==> config.mk <==
export PLATFORM = sky130hd
export DESIGN_NAME = pipe_rr_sched
export DESIGN_NICKNAME = d
export VERILOG_FILES = /design/src/rtl/pipe_rr_sched.sv
export SDC_FILE = /design/constraint.sdc
export NUM_CORES = 1
export LEC_CHECK = 0
export ABC_AREA = 1
export CAP_MARGIN = 30
export CORE_AREA = 2 2 71 73
export CTS_BUF_LIST = sky130_fd_sc_hd__clkbuf_8 sky130_fd_sc_hd__clkbuf_16
export DETAILED_ROUTE_END_ITERATION = 16
export DIE_AREA = 0 0 73 75
export GPL_TIMING_DRIVEN = 0
export PLACE_DENSITY = 0.69
export SETUP_SLACK_MARGIN = 0.5
export SYNTH_ARGS = -nofsm -noshare
export SYNTH_HDL_FRONTEND = slang
export SYNTH_SLANG_ARGS = --single-unit
==> constraint.sdc <==
create_clock -name clk -period 2.8 [get_ports clk]
set_input_delay 0.7 -clock clk [delete_from_list [all_inputs] [get_ports clk]]
set_output_delay 0.7 -clock clk [all_outputs]
set_load 0.1 [all_outputs]
==> src/rtl/pipe_rr_sched.sv <==
// Round-robin scheduler feeding a DEPTH-stage tagged pipeline; latency DEPTH cycles per word, plus one per stall cycle.
// Backpressure: out_ready=0 stalls the whole pipe (or only full stages when PIPE_RR_SCHED_BUBBLE_EN is defined).
// Flush drops every in-flight word; reset also clears the round-robin pointer and payload registers.
module pipe_rr_sched #(
    parameter  int NREQ  = 4,
    parameter  int DW    = 4,
    parameter  int DEPTH = 3,
    localparam int IDW   = $clog2(NREQ)
) (
    input  logic               clk,
    input  logic               rst,
    input  logic               flush,
    input  logic [NREQ-1:0]    req_valid,
    input  logic [NREQ*DW-1:0] req_data,
    output logic [NREQ-1:0]    req_ready,
    output logic               out_valid,
    output logic [DW-1:0]      out_data,
    output logic [IDW-1:0]     out_id,
    input  logic               out_ready,
    output logic               busy
);

    logic [IDW-1:0]   ptr;
    logic [DEPTH-1:0] stg_vld;
    logic [DW-1:0]    stg_dat [DEPTH];
    logic [IDW-1:0]   stg_id  [DEPTH];

    logic [NREQ-1:0]  gnt;
    logic [IDW-1:0]   gnt_idx;
    logic [DW-1:0]    gnt_dat;
    logic             gnt_found;
    logic [DEPTH-1:0] adv;
    logic             load;
    logic             xfer;

    logic [DEPTH-1:0] in_vld;
    logic [DW-1:0]    in_dat [DEPTH];
    logic [IDW-1:0]   in_id  [DEPTH];

    // Scan from ptr upward with wrap; the first valid requester wins.
    always_comb begin
        int j;
        gnt       = '0;
        gnt_idx   = '0;
        gnt_dat   = '0;
        gnt_found = 1'b0;
        j         = 0;
        for (int k = 0; k < NREQ; k++) begin
            j = int'(ptr) + k;
            if (j >= NREQ) j = j - NREQ;
            if (!gnt_found && req_valid[j]) begin
                gnt[j]    = 1'b1;
                gnt_idx   = IDW'(j);
                gnt_dat   = req_data[j*DW +: DW];
                gnt_found = 1'b1;
            end
        end
    end

`ifdef PIPE_RR_SCHED_BUBBLE_EN
    // A stage moves when it is empty or its successor moves, so holes close up under a stalled output.
    always_comb begin
        logic chain;
        adv   = '0;
        chain = ~stg_vld[DEPTH-1] | out_ready;
        adv[DEPTH-1] = chain;
        for (int k = DEPTH - 2; k >= 0; k--) begin
            chain  = ~stg_vld[k] | chain;
            adv[k] = chain;
        end
    end
`else
    assign adv = {DEPTH{~stg_vld[DEPTH-1] | out_ready}};
`endif

    assign load      = adv[0];
    assign xfer      = gnt_found & load & ~flush & ~rst;
    assign req_ready = gnt & {NREQ{load & ~flush & ~rst}};

    always_comb begin
        in_vld    = '0;
        in_vld[0] = xfer;
        in_dat[0] = gnt_dat;
        in_id[0]  = gnt_idx;
        for (int k = 1; k < DEPTH; k++) begin
            in_vld[k] = stg_vld[k-1];
            in_dat[k] = stg_dat[k-1];
            in_id[k]  = stg_id[k-1];
        end
    end

    always_ff @(posedge clk) begin
        if (rst) begin
            stg_vld <= '0;
            ptr     <= '0;
            for (int k = 0; k < DEPTH; k++) begin
                stg_dat[k] <= '0;
                stg_id[k]  <= '0;
            end
        end else if (flush) begin
            stg_vld <= '0;
        end else begin
            for (int k = 0; k < DEPTH; k++) begin
                if (adv[k]) begin
                    stg_vld[k] <= in_vld[k];
                    // Bubbles leave the payload untouched so the output data only changes on real words.
                    if (in_vld[k]) begin
                        stg_dat[k] <= in_dat[k];
                        stg_id[k]  <= in_id[k];
                    end
                end
            end
            if (xfer) ptr <= (gnt_idx == IDW'(NREQ - 1)) ? '0 : gnt_idx + IDW'(1);
        end
    end

    assign out_valid = stg_vld[DEPTH-1];
    assign out_data  = stg_dat[DEPTH-1];
    assign out_id    = stg_id[DEPTH-1];
    assign busy      = |stg_vld;

endmodule

==> load_flow_metrics.sql, run 1 <==
INSERT INTO impl_metrics (metric_group, metric, value, unit) VALUES
('detailed_routing', 'wl_per_cell', '12.4', 'microns'),
('layout', 'finish.cell_count_without_fillers', '434', ''),
('critical_path', 'critPathBufInv', '7', ''),
('floorplan', 'coreArea', '4660', 'sq um'),
('job', 'maxCapViolCount', '0', ''),
('yosys', 'synth_edf_count', '18', ''),
('layout', 'fillerInstances', '367', ''),
('pwr', 'static-leakage-power', '1.57', 'nW'),
('detailed_routing', 'number_of_vias_in_the_routed_layout', '2225', ''),
('cts', 'holdBufCountCts', '0', ''),
('critical_path', 'slowest_stage', 'dfxtp_4', ''),
('critical_path', 'worstPathCellList', 'buf_8 -> inv_8 -> clkbuf_16 -> ha_4 -> inv_4 -> nand3_4 -> nand2_8 -> nand3_4 -> inv_4 -> a21oi_2 -> o21ai_1 -> nand2_1 -> clkinvlp_4 -> buf_12', ''),
('layout', 'num-nets-final', '411', ''),
('yosys', 'yosys_warnings', '0', ''),
('critical_path', 'worst_path_dominant_cell_family', 'buffers and inverters', ''),
('sta', 'layout_setup_ws', '-0.0601', 'ns'),
('placement', 'dp_slack', '-1.34', 'ns'),
('detailed_routing', 'detail_route.drc_violations', '0', ''),
('critical_path', 'timing.critical_path.required', '2.10', 'ns'),
('yosys', 'top_count_cell_post_synth', 'nand2_1', ''),
('detailed_routing', 'antenna_violating_nets_post_route', '0', ''),
('pwr', 'max-vdd-ir-drop', '0.274', 'mV'),
('yosys', 'netlist_area', '2030', 'sq um'),
('sta', 'maxSlewViolCount', '0', ''),
('pwr', 'p_per_area', '752', 'nW/um^2'),
('placement', 'io_buffers', '35', ''),
('layout', 'fin_util', '0.663', ''),
('layout', 'fraction_of_layout_cells_with_a_size_suffix_above_1', '0.324', ''),
('sta', 'min_period', '2.86', 'ns'),
('layout', 'layout.cell_area.non_filler', '3090', 'sq um'),
('min_path', 'holdCritPathClass', 'reg2reg', ''),
('critical_path', 'worstPathArrival', '2.16', 'ns'),
('outcome', 'violations', 'setup timing', ''),
('cts', 'htree_levels', '1', ''),
('floorplan', 'num_io_pins', '36', ''),
('layout', 'antenna_cells_inserted', '0', ''),
('global_routing', 'overflow', '0', ''),
('critical_path', 'setup.worst_path.end_class', 'output port', ''),
('global_routing', 'antenna_found_initial', '0', ''),
('sta', 'clock_skew', '0.00328', 'ns'),
('placement', 'placed_cell_area', '2520', 'sq um'),
('yosys', 'seq_area_frac_synth', '0.315', ''),
('cts', 'number_of_buffers_created_by_cts', '3', ''),
('sta', 'max_slew_headroom', '0.367', ''),
('min_path', 'hold_path.startpoint', 'stg_vld[1]$_SDFFE_PP0N_', ''),
('sta', 'unrepaired_setup_endpoints_after_global_routing', 'true', ''),
('sta', 'number_of_hold_slack_violations_in_the_final_timing_report', '0', ''),
('placement', 'globalplace.congestion', '0.809', ''),
('cts', 'cts_tree', 'built', ''),
('global_routing', 'grt_pass1_wl', '8.13', 'mm'),
('floorplan', 'die_width', '73', 'microns'),
('yosys', 'yosys-top-cells-area', 'edfxtp_1 27%, nand2_1 19%, o21ai_0 12%', ''),
('outcome', 'outcome', 'finished, violations left', ''),
('yosys', 'postSynth.topFlopCell', 'edfxtp_1', ''),
('placement', 'detailedPlacementHpwl', '3.49', 'mm'),
('cts', 'worst_skew_pair.late_latency', '0.26', 'ns'),
('detailed_routing', 'viasPerCell', '5.13', ''),
('placement', 'place.detailed.instances', '399', ''),
('detailed_routing', 'dr.first_iter.drc_count', '89', ''),
('detailed_routing', 'routed_wirelength', '5.37', 'mm'),
('yosys', 'synth_area_leader_cell', 'edfxtp_1', ''),
('sta', 'holdWs', '0.509', 'ns'),
('sta', 'final-setup-viol-count', '3', ''),
('critical_path', 'startpoint_to_endpoint_class_of_the_critical_path', 'reg2out', ''),
('yosys', 'asyncSetResetFlopFracSynth', '0', ''),
('cts', 'clockRootBuffer', 'clkbuf_8', ''),
('yosys', 'postSynthRegisterBits', '23', ''),
('global_routing', 'grt_pass1_vias', '1845', ''),
('floorplan', 'area_of_the_die', '5480', 'sq um'),
('sta', 'timing.final.crit_share', '1.02', ''),
('yosys', 'synthCells', '310', '');
==> cell type report <==
type	count	area, sq um	area share
multi-input combinational	215	1310	0.424
clock inverter	1	5.00	0.00162
timing repair buffer	66	631	0.204
inverter	60	265	0.0859
buffer	12	123	0.0397
clock buffer	3	41.3	0.0134
tap	54	67.6	0.0219
sequential	23	648	0.210
==> kinds of logic (layout without fill, tap and decap cells) <==
family	Yosys count	after routing	share of synthesized area
AND/OR/NAND/NOR	141	141	0.320
buffers and inverters	72	142	0.146
AO/OA/AOI/OAI	68	68	0.182
flip-flops	23	23	0.315
adder cells (fa/ha/maj)	6	6	0.0369
==> layout by cell type (no fill, tap or decap), drive strengths merged <==
master	instances
o21ai	50
a22oi	7
buf	42
o21bai	1
nand4	1
dfxtp	5
nor3	2
clkbuf	9
inv	58
edfxtp	18
clkinvlp	1
o211ai	4
nand3	21
bufinv	1
nor2	10
a21oi	6
clkdlybuf4s50	19
dlygate4sd2	9
clkdlybuf4s15	2
ha	6
nand2	107
clkinv	1
==> power breakdown <==
group | internal [W] | switching [W]
clock network | 0.0000991 | 0.0000995
logic | 0.000674 | 0.000982
registers | 0.000433 | 0.0000343
total | 0.00121 | 0.00112
==> timing repair <==
action,in CTS,in global routing
gates cloned,0,1
resized for setup,80,65
endpoints found under the setup margin,36,20
pin swaps,16,10
setup buffers,24,6
==> registers in the layout, indices dropped and copies added (netlist names), named ones only <==
signal,flops
stg_dat,12
stg_id,6
stg_vld,3
ptr,1
==> path summary, 6_finish.rpt <==
path	end	slack [ns]	cells after the start
setup / recovery	req_ready[3]	-0.06	14
hold / removal	stg_vld[1]$_SDFFE_PP0N_	0.51	2
setup reg to reg	ptr[1]$_SDFFE_PP0P_	0.05	23
hold reg to reg	stg_vld[1]$_SDFFE_PP0N_	0.51	2
==> worst min-delay path: stages (launching register included) <==
cell,delay [ns]
dfxtp_1,0.31
inv_1,0.07
o21ai_0,0.08
==> metrics by stage <==
step / setup TNS (ns) / power [W]
after floorplan: 0 / 0.00139
after global placement: -5.02 / 0.00165
after detailed placement: -5.10 / 0.00165
final: -0.151 / 0.00232
after global routing: -0.639 / 0.00249
after CTS: -0.147 / 0.00210
==> layer usage <==
layer / vias up / GRT usage / share of wire
met5: - / 0 / 0
met4: 0 / 0.0432 / 0.0075
met3: 4 / 0.0228 / 0.059
met2: 86 / 0.340 / 0.50
met1: 1000 / 0.238 / 0.43
li1: 1135 / - / -
(Power assumes the default switching activity.)
==> inputs of run 2 (changes only) <==
- PLACE_DENSITY: 0.69 -> 0.7
==> run 2 against run 1 <==
Against the previous run:
- the flow still finishes with violations (setup timing)
- flip-flop and latch count unchanged
- setup slack better by 0.015 ns
- die area is the same
- register-to-register slack worse by 0.05 ns
- combinational power down 7%
- global-route usage up 0.92 points
- routed wire length fell by 6.6%
- via count decreased by 0.99%
- sequential share of layout area up 1.3 points
- cell count down 0.92%
- critical path type unchanged
- largest cell class unchanged
==> load_flow_metrics.sql, run 2 (same netlist as run 1, synthesis figures left out) <==
INSERT INTO impl_metrics (metric_group, metric, value, unit) VALUES
('cts', 'clockRootBuffer', 'clkbuf_8', ''),
('sta', 'actual_slew_at_the_worst_max_slew_pin', '0.956', 'ns'),
('cts', 'htree_levels', '1', ''),
('sta', 'final-setup-viol-count', '3', ''),
('job', 'maxCapViolCount', '0', ''),
('global_routing', 'grt_pass1_wl', '8.43', 'mm'),
('pwr', 'flop_pwr_share', '0.208', ''),
('sta', 'unrepaired_setup_endpoints_after_global_routing', 'true', ''),
('critical_path', 'worstPathCellList', 'buf_8 -> inv_8 -> clkbuf_16 -> ha_4 -> inv_4 -> nand3_4 -> nand2_8 -> nand3_4 -> inv_4 -> nand2_4 -> nor2_1 -> o21ai_1 -> bufinv_8 -> buf_12', ''),
('sta', 'timing.final.crit_share', '1.02', ''),
('layout', 'fillerInstances', '410', ''),
('global_routing', 'antenna_found_initial', '0', ''),
('critical_path', 'r2r_end', 'ptr[1]$_SDFFE_PP0P_', ''),
('layout', 'finish.cell_count_without_fillers', '430', ''),
('pwr', 'power_switching', '0.00103', 'W'),
('min_path', 'holdCritPathClass', 'reg2reg', ''),
('pwr', 'static-leakage-power', '1.46', 'nW'),
('critical_path', 'critPathLaunchType', 'flop', ''),
('critical_path', 'worst-r2r-cell-count', '23', ''),
('critical_path', 'timing.critical_path.required', '2.10', 'ns'),
('cts', 'clockBufferDepth', '2', ''),
('floorplan', 'area_of_the_die', '5480', 'sq um'),
('critical_path', 'startpoint_to_endpoint_class_of_the_critical_path', 'reg2out', ''),
('detailed_routing', 'routed_wirelength', '5.01', 'mm'),
('detailed_routing', 'viasPerCell', '5.12', ''),
('critical_path', 'slowest_stage', 'dfxtp_4', ''),
('layout', 'largest_reg_flops', '12', ''),
('sta', 'maxSlewViolCount', '0', ''),
('detailed_routing', 'antenna_violating_nets_post_route', '0', ''),
('layout', 'antenna_cells_inserted', '0', ''),
('cts', 'clock_sink_count', '23', ''),
('floorplan', 'std_cell_rows', '25', ''),
('pwr', 'p_per_area', '751', 'nW/um^2'),
('pwr', 'p_sw_frac', '0.472', ''),
('cts', 'cts.reportedPaths.clkPinSlew', '0.07', 'ns'),
('layout', 'area.growth.synth_to_final', '43.3', '%'),
('floorplan', 'num_io_pins', '36', ''),
('layout', 'biggestRegsByFlops', 'stg_dat: 12 flops, stg_id: 6 flops, stg_vld: 3 flops', ''),
('placement', 'io_buffers', '35', ''),
('cts', 'number_of_buffers_created_by_cts', '3', ''),
('floorplan', 'floorplan.die.height', '75', 'microns'),
('sta', 'fmaxAchievable', '352', 'MHz'),
('layout', 'layout.cells.most_common', 'nand2_1', ''),
('floorplan', 'coreArea', '4660', 'sq um'),
('critical_path', 'max_stage_delay', '0.37', 'ns'),
('global_routing', 'overflow', '0', ''),
('sta', 'max_slew_headroom', '0.365', ''),
('critical_path', 'critPathBufInv', '7', ''),
('detailed_routing', 'wl_per_cell', '11.6', 'microns'),
('layout', 'fin_util', '0.625', ''),
('cts', 'cts_tree', 'built', ''),
('floorplan', 'initial_utilization', '0.436', ''),
('layout', 'fraction_of_layout_cells_with_a_size_suffix_above_1', '0.223', ''),
('detailed_routing', 'detail_route.drc_violations', '0', ''),
('placement', 'detailedPlacementHpwl', '3.51', 'mm'),
('pwr', 'max-vdd-ir-drop', '0.353', 'mV'),
('floorplan', 'die_width', '73', 'microns'),
('detailed_routing', 'dr.first_iter.drc_count', '90', ''),
('outcome', 'outcome', 'finished, violations left', ''),
('sta', 'layout_setup_ws', '-0.0449', 'ns'),
('global_routing', 'grt_pass1_vias', '1932', ''),
('critical_path', 'crit_end', 'req_ready[0]', ''),
('outcome', 'violations', 'setup timing', ''),
('layout', 'layout.cells.most_common_list', '97 x nand2_1, 48 x inv_1, 41 x o21ai_0, 27 x buf_4, 19 x clkdlybuf4s50_1', ''),
('sta', 'number_of_hold_slack_violations_in_the_final_timing_report', '0', ''),
('sta', 'min_period', '2.84', 'ns'),
('critical_path', 'maximum_net_fanout_on_the_critical_path', '5', ''),
('global_routing', 'total_track_usage', '0.197', ''),
('detailed_routing', 'number_of_vias_in_the_routed_layout', '2203', ''),
('critical_path', 'regToRegSetupSlack', '0', 'ns'),
('critical_path', 'worstPathArrival', '2.14', 'ns'),
('critical_path', 'crit_cells', '14', ''),
('layout', 'largest-register', 'stg_dat', ''),
('global_routing', 'grt_start_max_net_pins', '13', ''),
('pwr', 'power_frac_clock', '0.089', ''),
('pwr', 'comb_power_frac', '0.704', ''),
('placement', 'globalplace.congestion', '0.805', ''),
('critical_path', 'setup.worst_path.end_class', 'output port', ''),
('detailed_routing', 'first_pass_iters', '4', ''),
('pwr', 'power_report.internal_total', '0.00116', 'W'),
('cts', 'worst_skew_pair.late_latency', '0.26', 'ns'),
('layout', 'num-nets-final', '407', ''),
('sta', 'clock_skew', '0.00259', 'ns'),
('placement', 'place.detailed.instances', '399', ''),
('critical_path', 'worst_path_dominant_cell_family', 'buffers and inverters', '');
run 2: changes by cell type in the layout (fill, tap and decap cells not counted), sizes merged:
cell,before,now
buf,42,37
clkdlybuf4s15,2,3
clkinv,1,0
inv,58,59
run 2: per-stage QoR:
step / instance area, sq um / hold slack (ns) / setup TNS [ns] / total power (W) / setup slack [ns]
after floorplan: 2100 / 0.462 / 0 / 0.00139 / 0.0879
after global placement: 2520 / 0.483 / -4.99 / 0.00164 / -1.31
after detailed placement: 2520 / 0.489 / -5.03 / 0.00166 / -1.31
after CTS: 2850 / 0.506 / -0.164 / 0.00210 / -0.0838
after global routing: 2910 / 0.528 / -0.647 / 0.00236 / -0.177
final: 2910 / 0.507 / -0.119 / 0.00219 / -0.0449
run 2: power groups by stage:
stage	registers (W)	clock network, W	logic [W]
final	0.000454	0.000194	0.00154
after global routing	0.000458	0.000210	0.00169
after CTS	0.000450	0.000200	0.00145
after detailed placement	0.000455	0	0.00120
after global placement	0.000453	0	0.00119
after floorplan	0.000502	0	0.000891
run 2: metal layers:
layer	vias to the layer above	GRT usage	routed length, microns
met4	0	0.0720	102
met2	79	0.347	2450
met5	-	0	0
met3	10	0.0361	327
met1	993	0.239	2130
li1	1121	-	-
run 2: cell type report:
type,count,area [sq um],area share
plain buffers,12,114,0.0391
clock inverters,1,3.75,0.00129
inverters,60,263,0.0902
clock buffers,3,41.3,0.0142
multi-input cells,215,1190,0.410
well taps,54,67.6,0.0232
flip-flops and latches,23,648,0.223
repair buffers,62,582,0.200
run 2: worst min path at each step:
stage | start | endpoint | slack [ns] | depth (start not counted)
finish | stg_dat[0][7]$_SDFFCE_PN0P_ | stg_dat[0][11]$_SDFFCE_PN0P_ | 0.51 | 2
global route | stg_dat[0][3]$_SDFFCE_PN0P_ | stg_dat[0][7]$_SDFFCE_PN0P_ | 0.53 | 2
CTS | stg_vld[0]$_SDFFE_PP0N_ | stg_vld[0]$_SDFFE_PP0N_ | 0.51 | 2
detailed placement | stg_dat[0][7]$_SDFFCE_PN0P_ | stg_dat[0][11]$_SDFFCE_PN0P_ | 0.49 | 2
global placement | stg_id[0][1]$_SDFFCE_PN0P_ | stg_id[0][3]$_SDFFCE_PN0P_ | 0.48 | 2
floorplan | stg_vld[0]$_SDFFE_PP0N_ | stg_vld[0]$_SDFFE_PP0N_ | 0.46 | 2
run 2: what timing repair did:
action / in CTS / in global routing
cloned: 0 / 1
setup endpoints to repair: 36 / 26
gates resized for setup: 77 / 13
buffers inserted: 24 / 2
pin swaps: 14 / 10
hold buffers: 0 / 0
run 2: tightest hold or removal path, cell delays in order, from the launching register on:
cell	delay, ns
edfxtp_1	0.32
nand2_1	0.05
inv_1	0.04
==> inputs of run 3 (changes only) <==
- CTS_CLUSTER_DIAMETER: unset -> 200
- SLEW_MARGIN: unset -> 20
==> results of run 3 <==
Final layout, timing and power as in run 2 (identical DEF).
